<file path="config.mk">
export PLATFORM = sky130hd
export DESIGN_NAME = imem_loader
export DESIGN_NICKNAME = d
export VERILOG_FILES = /design/src/rtl/imem_loader_pkg.sv /design/src/rtl/imem_loader_asm.sv /design/src/rtl/imem_loader.sv
export SDC_FILE = /design/constraint.sdc
export NUM_CORES = 1
export LEC_CHECK = 0
export BUFFER_PORTS_ARGS = -buffer_cell sky130_fd_sc_hd__clkbuf_2
export CORE_MARGIN = 5
export CORE_UTILIZATION = 35
export DETAILED_ROUTE_END_ITERATION = 8
export GPL_TIMING_DRIVEN = 0
export PLACE_DENSITY = 0.5
export SLEW_MARGIN = 40
export SYNTH_ARGS = -nofsm -noshare
export SYNTH_HDL_FRONTEND = slang
export SYNTH_SLANG_ARGS = --single-unit
</file>
<file path="constraint.sdc">
create_clock -name clk -period 2.8 [get_ports clk]
set_input_delay 0.56 -clock clk [delete_from_list [all_inputs] [get_ports clk]]
set_output_delay 0.56 -clock clk [all_outputs]
set_load 0.005 [all_outputs]
</file>
<file path="src/rtl/imem_loader_pkg.sv">
// ============================================================================
// Module  : imem_loader_pkg
// Brief   : Shared state encoding and defaults for the UART instruction loader.
// Revision: 1.0 - initial release
// ============================================================================
`default_nettype none

`ifndef IMEMSIZE
`define IMEMSIZE 1024
`endif

package imem_loader_pkg;

    localparam int unsigned C_IMEMSIZE_DEFAULT = `IMEMSIZE;
    localparam logic [7:0]  C_SYNC_DEFAULT     = 8'hA5;

    typedef enum logic [2:0] {
        ST_IDLE = 3'd0,
        ST_LEN0 = 3'd1,
        ST_LEN1 = 3'd2,
        ST_DATA = 3'd3,
        ST_CSUM = 3'd4,
        ST_DONE = 3'd5,
        ST_ERR  = 3'd6
    } state_t;

endpackage

`default_nettype wire

</file>
<file path="src/rtl/imem_loader_asm.sv">
// ============================================================================
// Module  : imem_loader_asm
// Brief   : Packs payload bytes little-endian into 32-bit words, one write pulse per word.
// Revision: 1.0 - initial release
// ============================================================================
`default_nettype none

module imem_loader_asm (
    input  logic        clk,
    input  logic        reset,
    input  logic        clear,
    input  logic        in_valid,
    input  logic [7:0]  in_byte,
    output logic        word_last,
    output logic        we,
    output logic [31:0] waddr,
    output logic [31:0] wdata
);

    logic [1:0]  r_cnt;
    logic [23:0] r_shift;
    logic [29:0] r_widx;
    logic        r_we;
    logic [31:0] r_waddr;
    logic [31:0] r_wdata;

    assign word_last = in_valid && (r_cnt == 2'd3);
    assign we        = r_we;
    assign waddr     = r_waddr;
    assign wdata     = r_wdata;

    always_ff @(posedge clk) begin
        if (reset) begin
            r_cnt   <= 2'd0;
            r_shift <= 24'd0;
            r_widx  <= 30'd0;
            r_we    <= 1'b0;
            r_waddr <= 32'd0;
            r_wdata <= 32'd0;
        end else begin
            r_we <= 1'b0;
            // waddr/wdata are deliberately left alone on restart; they only move on a write
            if (clear) begin
                r_cnt  <= 2'd0;
                r_widx <= 30'd0;
            end else if (in_valid) begin
                r_cnt <= r_cnt + 2'd1;
                case (r_cnt)
                    2'd0:    r_shift[7:0]   <= in_byte;
                    2'd1:    r_shift[15:8]  <= in_byte;
                    2'd2:    r_shift[23:16] <= in_byte;
                    default: begin
                        r_we    <= 1'b1;
                        r_wdata <= {in_byte, r_shift};
                        r_waddr <= {r_widx, 2'b00};
                        r_widx  <= r_widx + 30'd1;
                    end
                endcase
            end
        end
    end

endmodule

`default_nettype wire

</file>
<file path="src/rtl/imem_loader.sv">
// ============================================================================
// Module  : imem_loader
// Brief   : Parses a SYNC/LEN/payload/XOR-checksum frame from a UART into instruction memory.
// Revision: 1.0 - initial release
// ============================================================================
`default_nettype none

module imem_loader
    import imem_loader_pkg::*;
#(
    parameter int unsigned IMEMSIZE = C_IMEMSIZE_DEFAULT,
    parameter logic [7:0]  SYNC     = C_SYNC_DEFAULT
) (
    input  logic        clk,
    input  logic        reset,
    input  logic [7:0]  rx_data,
    input  logic        rx_valid,
    output logic        we,
    output logic [31:0] waddr,
    output logic [31:0] wdata,
    output logic        cpu_hold,
    output logic        done,
    output logic        error
);

    // Depths beyond the 16-bit length field can never be exceeded, so saturate.
    localparam logic [16:0] c_max_words = (IMEMSIZE > 32'd65535) ? 17'h1FFFF : 17'(IMEMSIZE);

    state_t      r_state;
    logic [15:0] r_len;
    logic [15:0] r_wcnt;
    logic [7:0]  r_csum;
    logic        r_done;
    logic        r_error;
    logic        r_hold;

    logic [15:0] w_n;
    logic        w_restart;
    logic        w_data_valid;
    logic        w_word_last;

    assign w_n          = {rx_data, r_len[7:0]};
    assign w_restart    = rx_valid && (rx_data == SYNC) &&
                          ((r_state == ST_IDLE) || (r_state == ST_ERR));
    assign w_data_valid = rx_valid && (r_state == ST_DATA);

    assign done     = r_done;
    assign error    = r_error;
    assign cpu_hold = r_hold;

    imem_loader_asm u_asm (
        .clk       (clk),
        .reset     (reset),
        .clear     (w_restart),
        .in_valid  (w_data_valid),
        .in_byte   (rx_data),
        .word_last (w_word_last),
        .we        (we),
        .waddr     (waddr),
        .wdata     (wdata)
    );

    always_ff @(posedge clk) begin
        if (reset) begin
            r_state <= ST_IDLE;
            r_len   <= 16'd0;
            r_wcnt  <= 16'd0;
            r_csum  <= 8'd0;
            r_done  <= 1'b0;
            r_error <= 1'b0;
            r_hold  <= 1'b1;
        end else if (rx_valid) begin
            case (r_state)
                ST_IDLE, ST_ERR: begin
                    if (w_restart) begin
                        r_state <= ST_LEN0;
                        r_len   <= 16'd0;
                        r_wcnt  <= 16'd0;
                        r_csum  <= 8'd0;
                        r_error <= 1'b0;
                    end
                end
                ST_LEN0: begin
                    r_len[7:0] <= rx_data;
                    r_state    <= ST_LEN1;
                end
                ST_LEN1: begin
                    r_len[15:8] <= rx_data;
                    if (w_n == 16'd0) begin
                        r_state <= ST_CSUM;
                    end else if ({1'b0, w_n} > c_max_words) begin
                        r_state <= ST_ERR;
                        r_error <= 1'b1;
                    end else begin
                        r_state <= ST_DATA;
                    end
                end
                ST_DATA: begin
                    r_csum <= r_csum ^ rx_data;
                    if (w_word_last) begin
                        r_wcnt <= r_wcnt + 16'd1;
                        if (r_wcnt == r_len - 16'd1) begin
                            r_state <= ST_CSUM;
                        end
                    end
                end
                ST_CSUM: begin
                    if (rx_data == r_csum) begin
                        r_state <= ST_DONE;
                        r_done  <= 1'b1;
                        r_hold  <= 1'b0;
                    end else begin
                        r_state <= ST_ERR;
                        r_error <= 1'b1;
                    end
                end
                default: ;
            endcase
        end
    end

endmodule

`default_nettype wire

</file>
**Word-level counts from Yosys, hierarchy flattened**

Index checks and enable logic that the tools add are counted.

- Flip-flop bits (word level): 165
- Output and inout bits: 68
- Logic and storage cells: 91

- Add/sub/neg operators: 4
- $lt $le $gt $ge: 1
- Equal/unequal tests: 17
- Muxes and demuxes: 20
- Bitwise operators: 4
- Reductions and logical operators: 29

Operators with widths:

| operator | number |
|---|---|
| one-hot mux 8 bit (2 select lines) | 3 |
| 2-to-1 mux 16 bit | 2 |
| one-hot mux 16 bit (2 select lines) | 1 |
| adder 30 x 1 -> 30 bit, second input constant | 1 |
| AND reduction 3 bit | 8 |
| adder 16 x 1 -> 16 bit, second input constant | 1 |
| == test 16 bit | 1 |
| greater-than comparator 16 x 11 -> 1 bit, second input constant | 1 |
| logical NOT 16 bit | 1 |
| subtractor 16 x 1 -> 16 bit, second input constant | 1 |
| 2-to-1 mux 3 bit | 5 |
| one-hot mux 3 bit (5 select lines) | 1 |
| == test 8 bit | 1 |
| == test 8 bit, second input constant | 1 |
| 2-to-1 mux 8 bit | 1 |
| bitwise XOR 8 bit | 1 |
| == test 3 x 2 -> 1 bit, second input constant | 2 |
| == test 3 bit, second input constant | 2 |
| inequality test 2 x 1 -> 1 bit, second input constant | 3 |
| inequality test 2 bit, second input constant | 3 |
| AND reduction 6 bit | 1 |
| nonzero test 2 bit | 3 |
| OR reduction 3 bit | 2 |
| 2-to-1 mux 1 bit | 5 |
| 17 further kinds | 24 |

**Logic depth before layout (Yosys ltp)**

Gate-level depths: netlist of the first run.

- Word-level depth: 5
- Gate-level depth with buffers: 9
- Depth with buffers taken out: 8

**Hierarchy**

A second synthesis of the first run with hierarchy kept.

- Cells, all modules: 925
- Area total of the unflattened synthesis: 7508.5 um^2

Modules (own cells, without submodules):

| module | times used | cells an instance | area each (um^2) | sequential area each (um^2) |
|---|---|---|---|---|
| imem_loader_asm | 1 | 570 | 4616.9 | 2382.3 |
| imem_loader | 1 | 355 | 2891.5 | 920.9 |

**Worst setup path after synthesis of the first run**

Ideal clock, no wire load.

- Path type: input-to-reg
- Start point: input rx_data[3]
- End point: register r_wcnt[7]
- Library setup time: 0.116 ns
- Data arrival time: 2.636 ns
- Required time: 2.684 ns
- Path slack: 0.048 ns
- Stages: 9
- Buffers on the path: 3
- Cell sequence: buf_6 -> or3_4 -> or3_4 -> buf_6 -> o41a_1 -> buf_6 -> nor4_1 -> xnor2_1 -> nor2_2

- Longest elaborated chain between the ends: 5

Ends and longest elaborated chain:

| item | RTL line | text |
|---|---|---|
| start, declared | imem_loader.sv:16 | `input logic [7:0] rx_data,` |
| == test 8 bit | imem_loader.sv:43 | `assign w_restart = rx_valid && (rx_data == SYNC) &&` |
| logical AND 1 bit (2 in a row) | imem_loader.sv:43 |  |
| inequality test 2 x 1 -> 1 bit (no source line) | -- |  |
| AND reduction 4 bit (no source line) | -- |  |
| end signal, assigned | imem_loader.sv:101 | `r_wcnt <= r_wcnt + 16'd1;` |
| end, declared | imem_loader.sv:31 | `logic [15:0] r_wcnt;` |

No other way between the ends.
A chain may end at the register's enable or synchronous reset.

**Worst setup path in the final report of the first run**

- Start point: register r_len[0]
- End point: register r_state[1]

- Longest elaborated chain between the ends: 4
- Elaborated cells on any way between the ends: 7
- Classes of those cells: add/sub: 1; eq/ne: 2; mux: 2; reduce/logical: 2

Ends and longest elaborated chain:

| item | RTL line | text |
|---|---|---|
| start, declared | imem_loader.sv:30 | `logic [15:0] r_len;` |
| start signal, assigned | imem_loader.sv:84 | `r_len[7:0] <= rx_data;` |
| subtractor 16 x 1 -> 16 bit | imem_loader.sv:102 | `if (r_wcnt == r_len - 16'd1) begin` |
| == test 16 bit | imem_loader.sv:102 |  |
| inequality test 2 x 1 -> 1 bit (no source line) | -- |  |
| AND reduction 5 bit (no source line) | -- |  |
| end signal, assigned | imem_loader.sv:103 | `r_state <= ST_CSUM;` |
| end signal, assigned | imem_loader.sv:109 | `r_state <= ST_DONE;` |
| end signal, assigned | imem_loader.sv:113 | `r_state <= ST_ERR;` |
| end, declared | imem_loader.sv:29 | `state_t r_state;` |

Several ways; a longest one is shown, not always the timed one.

==> run metrics, run 1 <==
fmax 379 MHz; CTS tree yes; worst hold start rx_data[3]; max_cap viols 0; DR pass1 iterations 5; largest net degree at the start of global routing 18; Clock Path Buffers 2; Initial Util 35.5%; hpwl dp 14.6 mm; post-route cell area 8820 sq um; LEAKAGE 3.06 nW; run status finished, final reports clean; H-tree depth 4; cell count of the worst reg-to-reg path 8; via count 6625; count leader, synth nand2_1; Synth Cell Area 7460 sq um; GRT Total Usage approximately 17%; worst-path fanout max 10; routed vias/inst 5.04; clock sinks 165; width of the die around 160 microns; CP max stage delay between 0.6 and 0.7 ns; Seq/Total Area, Yosys between 40% and 50%; number of buffers created by CTS 17; DR WL/cell ~16 microns; multi-input combinational cell area around 3900 sq um; Die Ht between 150 and 200 microns; Cell Int Power 3.82 mW; IR Drop Worst-Case VDD 374 uV; Flop pwr share a little under half; Mapped Cells 934; CP Capture Type flop; setup bufs post-CTS 0; layout cells sized above 1 a little over an eighth; ys async rst share 0%; cts hold-fix bufs 0; Worst Clk Skew roughly 0.013 ns; post-synthesis cell type count 63; Period minus WS final 2.64 ns; IO Port Bufs 73; switching share of power around 28%; Top FF cell, synth dfxtp_1; final hold violations 0; leading area contributor after synthesis dfxtp_1; worst slew pin tran 0.780 ns; RSZ-0062 raised after global routing no; storage element area around 3300 sq um; CP max stage cell or4_1; RR Startpoint r_len[0]; Total Wirelength about 21 mm; Yosys warning count 0; Gate power share 10.4%; # IOs 79; final core occ 42.0%; hold-critical path depth 3; Worst R2R End r_state[1]; Synth top area share 44.3%; Post-DRT Antenna Nets 0; first-pass GRT wire length 33.4 mm; Cell Chain, Critical Path inv_1 -> ha_1 -> clkbuf_2 -> or2_2 -> a2111oi_1 -> nor4_1 -> or4_1 -> o2bb2ai_1; critical path data required time 3.10 ns; PwrDens around 600 nW/um^2; Crit path arrival time 2.94 ns; placed cell area just over 8000 sq um; Final Max Slew Viols 0; WS Path Type reg -> reg; clock latency on the worst-skew pair between 0.4 and 0.5 ns; fin crit share 94.3%; fill count between 2000 and 2500; Worst Hold Class in -> reg; pre-CTS WS -0.525 ns; # rows 53; gr ovfl total 0; flops & latches, synth 165; initial antenna violation count 0; Min-Delay Endpoint u_asm.wdata[27]; Core Area 21000 sq um; reg-to-reg slack, setup 0.16 ns; Post-synth top cells nand2_1, dfxtp_1, a21oi_1; # DRC 0; Nets 1046; area grow syn2layout 18.2%; crit path launch type flop; Final setup viols 0; vias in the first global route 6203; switching pwr roughly 1.5 mW; largest cells by area after synthesis dfxtp_1, nand2_1, a21oi_1; Clock transition at path regs approximately 0.070 ns; die area between 20000 and 25000 sq um; # diodes 0; setup tns final 0 ns; Avg Cell Area, Syn 7.99 sq um; EDFF count, synth 0; GP Congestion ~0.84; number of DRC markers in iteration 0 407; Clock power frac between 40 and 50%; Clock Tree Root clkbuf_16; Max-slew headroom 47.6%; Final WS setup 0.161 ns
## registers in the layout, summed over array words and instances (netlist names)
name	cells
r_state	3
done	1
u_asm.r_cnt	2
r_csum	8
r_wcnt	16
r_len	16
u_asm.r_widx	30
u_asm.wdata	32
error	1
cpu_hold	1
u_asm.r_shift	24
u_asm.we	1
u_asm.waddr	30
## power by group through the flow
stage | logic [mW] | clock network (mW) | registers [mW]
finish | 0.550 | 2.35 | 2.39
global route | 0.600 | 2.51 | 2.40
CTS | 0.539 | 2.42 | 2.39
detailed placement | 0.532 | 0 | 2.45
global placement | 0.535 | 0 | 2.45
floorplan | 0.387 | 0 | 2.44
## layout make-up
type	instances	share of cell area, %
Clock buffer	17	4.82
Inverter	13	0.553
Buffer	67	3.38
Timing Repair Buffer	73	4.14
Tap cell	275	3.90
Multi-Input combinational cell	689	43.9
Sequential cell	165	37.5
Clock inverter	15	1.90
## timing repair
action | 4_1_cts | 5_1_grt
setup endpoints to repair | 22 | 28
pin swaps | 0 | 1
gates resized for setup | 5 | 6
## logic make-up (layout without fill, tap and decap cells)
kind of cell / count (synthesis) / after routing / share of synthesized area, %
XOR/XNOR: 63 / 63 / 7.60
AO/OA/AOI/OAI: 175 / 175 / 13.7
AND/OR/NAND/NOR: 437 / 437 / 27.9
buffers and inverters: 81 / 185 / 4.63
adder cells (fa/ha/maj): 9 / 9 / 1.51
other: 1 / 2 / 0.0503
flip-flops: 165 / 165 / 44.3
multiplexers: 3 / 3 / 0.419
## placed cells by master (no fill, tap or decap), types with 8 or more instances in the layout
| cell | count |
|---|---|
| nor2b_1 | 8 |
| xnor2_1 | 24 |
| inv_1 | 12 |
| ha_1 | 9 |
| a21oi_1 | 117 |
| nand2_1 | 187 |
| clkbuf_16 | 17 |
| nor4_1 | 13 |
| and4_1 | 11 |
| a22oi_1 | 10 |
| o21ai_0 | 16 |
| dfxtp_1 | 165 |
| clkbuf_1 | 48 |
| nor3_1 | 13 |
| xor2_1 | 38 |
| nand3_1 | 52 |
| nand3b_1 | 8 |
| nand4_1 | 27 |
| nor2_1 | 72 |
| clkbuf_2 | 75 |
## metal layers
metal,part of all wire [%],GRT usage [%],wire length (microns),vias up
met5,0,0,0,-
met1,50,24.2,10400,3034
met3,5.1,3.52,1070,23
li1,-,-,-,3415
met2,44,26.4,9100,153
met4,1.3,4.63,265,0
## metrics by stage
step / power (mW) / hold WS, ns / std cells
global route: 5.50 / 0.416 / 1314
CTS: 5.35 / 0.412 / 1315
floorplan: 2.82 / 0.432 / 935
finish: 5.30 / 0.427 / 1314
detailed placement: 2.98 / 0.446 / 1283
global placement: 2.98 / 0.443 / 1283
## how the worst max path moves through the flow
stage	slack [ns]	from	to
final	0.16	r_len[0]	r_state[1]
after global routing	0.04	r_len[0]	r_state[1]
after CTS	0.04	r_len[0]	r_state[1]
after detailed placement	-0.52	rx_data[6]	u_asm.r_widx[25]
after global placement	-0.54	rx_data[6]	u_asm.r_widx[26]
after floorplan	0.05	rx_data[3]	r_wcnt[7]
## critical path: cells and delay by family, from the launching register on
| family | cells | cell delay [ns] |
|---|---|---|
| buffers and inverters | 2 | 0.28 |
| adders and majority gates | 1 | 0.21 |
| DFF | 1 | 0.43 |
| and+or+nand+nor | 3 | 1.06 |
| AOI/OAI and AO/OA | 2 | 0.52 |
(Power assumes the default switching activity.)
==> run 2, diff against run 1 <==
- ABC_AREA: unset -> 0
- PLACE_DENSITY: 0.5 -> 0.62
==> run 2 against run 1 <==
  * Maximum frequency is 0.35% higher
  * Global-route usage is 0.66 points lower
  * Clock-buffer cell count increased by 2
  * Register-to-register slack about the same
==> run metrics, run 2 (same netlist as run 1, synthesis figures left out) <==
run status finished, final reports clean (unchanged); Worst Hold Class in -> reg (unchanged); layout cells sized above 1 13.1% (was 13.2%); Final Max Slew Viols 0 (unchanged); GP Congestion 0.902 (was 0.836); vias in the first global route 6574 (was 6203); gr ovfl total 0 (unchanged); crit path launch type flop (unchanged); DR pass1 iterations 5 (unchanged); RSZ-0062 raised after global routing no (unchanged); # rows 53 (unchanged); max FFs per register 32 (unchanged); GRT Total Usage 16.4% (was 17.1%); worst-path fanout max 10 (unchanged); Clock Tree Root clkbuf_16 (unchanged); most frequent cells in the layout nand2_1, dfxtp_1, a21oi_1 (unchanged); CP max stage cell or4_1 (unchanged); routed vias/inst 5.15 (was 5.04); Hold WS 0.424 ns (was 0.427 ns); largest net degree at the start of global routing 17 (was 18); Post-DRT Antenna Nets 0 (unchanged); Die Ht 156 microns (unchanged); fin crit share 93.9% (was 94.3%); hpwl dp 14.2 mm (was 14.6 mm); clock latency on the worst-skew pair 0.42 ns (was 0.44 ns); CTS tree yes (unchanged); die area 24300 sq um (unchanged); first-pass GRT wire length 32.6 mm (was 33.4 mm); area grow syn2layout 18.4% (was 18.2%); DR WL/cell 15.2 microns (was 15.9 microns); number of DRC markers in iteration 0 326 (was 407); post-route cell area 8830 sq um (was 8820 sq um); WS Path Type reg -> reg (unchanged); max_cap viols 0 (unchanged); final core occ 42.0% (about the same); Core Area 21000 sq um (unchanged); fmax 380 MHz (was 379 MHz); # IOs 79 (unchanged); IR Drop Worst-Case VDD 397 uV (was 374 uV); setup bufs post-CTS 0 (unchanged); Total Wirelength 20.0 mm (was 20.8 mm); critical path data required time 3.09 ns (was 3.10 ns); Final setup viols 0 (unchanged); number of buffers created by CTS 17 (unchanged); H-tree depth 4 (unchanged); # DRC 0 (unchanged); Clock transition at path regs 0.07 ns (about the same); clock sinks 165 (unchanged); via count 6772 (was 6625); Period minus WS final 2.63 ns (was 2.64 ns); IO Port Bufs 73 (unchanged); final hold violations 0 (unchanged); worst slew pin tran 0.798 ns (was 0.780 ns); Crit path arrival time 2.92 ns (was 2.94 ns); CP max stage delay 0.62 ns (was 0.61 ns); Nets 1047 (was 1046); most common cell after layout, fill and taps aside nand2_1 (unchanged); width of the die 156 microns (unchanged); Max-slew headroom 46.3% (was 47.6%); delay-heaviest family, CP simple AND/OR/NAND/NOR gates (unchanged); CP Capture Type flop (unchanged); initial antenna violation count 1 (was 0); worst path bufs/invs 2 (unchanged); LEAKAGE 3.09 nW (was 3.06 nW); Initial Util 35.5% (unchanged); PwrDens 610 nW/um^2 (was 601 nW/um^2); Clock Path Buffers 2 (unchanged); placed cell area 8200 sq um (was 8190 sq um); Cell Chain, Critical Path inv_1 -> ha_1 -> clkbuf_2 -> or2_2 -> a2111oi_1 -> nor4_1 -> or4_1 -> o2bb2ai_1 (unchanged); Worst Clk Skew 0.00879 ns (was 0.0134 ns)
[run 2: cell types whose count changed in the layout (fill, tap and decap cells not counted), moves of 2 or more]
cell	delta
bufinv_16	+2
clkinv_2	+2
clkbuf_2	+2
inv_8	-2
clkinv_8	-2
clkinvlp_4	-3
[run 2: worst min-delay path: cells and delay by family]
kind            cells  cell delay [ns]
compound gates      1             0.05
buf+inv             1             0.13
simple gates        1             0.06
[run 2: final timing paths]
| check | startpoint | end | slack (ns) | cells after the start |
|---|---|---|---|---|
| setup / recovery | r_len[0] | r_state[1] | 0.17 | 8 |
| hold / removal | rx_data[4] | u_asm.wdata[28] | 0.42 | 3 |
| setup reg to reg | r_len[0] | r_state[1] | 0.17 | 8 |
| hold reg to reg | done | done | 0.45 | 2 |
[run 2: metrics by stage]
| stage | setup slack (ns) | TNS, ns | instances | power, mW |
|---|---|---|---|---|
| 5_1_grt | 0.0259 | 0 | 1316 | 5.59 |
| 3_5_place_dp | -0.441 | -11.12 | 1283 | 2.97 |
| 4_1_cts | 0.0514 | 0 | 1315 | 5.42 |
| 3_3_place_gp | -0.457 | -12.42 | 1283 | 2.96 |
| 6_report | 0.170 | 0 | 1316 | 5.39 |
| 2_1_floorplan | 0.0476 | 0 | 935 | 2.82 |
[run 2: report_power, final]
group          total [mW]  internal, mW  leakage, nW  switching (mW)
combinational       0.540         0.189         1.45           0.351
clock                2.46          1.44        0.304            1.01
sequential           2.39          2.37         1.33          0.0263
[run 2: what timing repair did]
action	CTS	global route
hold buffers	0	0
pin swaps	0	0
endpoints found under the setup margin	4	13
resized for setup	3	7
[run 2: cell type report]
type,instances,area [sq um]
timing repair buffer,73,365
multi-input combinational,689,3850
tap,275,344
clock inverter,13,169
antenna,1,2.50
inverter,13,48.8
sequential,165,3300
fill,2121,12200
buffer,68,303
clock buffer,19,443
[run 2: metal layers]
metal | GRT usage (%) | vias up | wire length (microns)
met5 | 0 | - | 0
met4 | 5.25 | 0 | 276
met3 | 3.61 | 21 | 1300
met2 | 25.6 | 191 | 8920
met1 | 22.6 | 3155 | 9490
li1 | - | 3405 | -
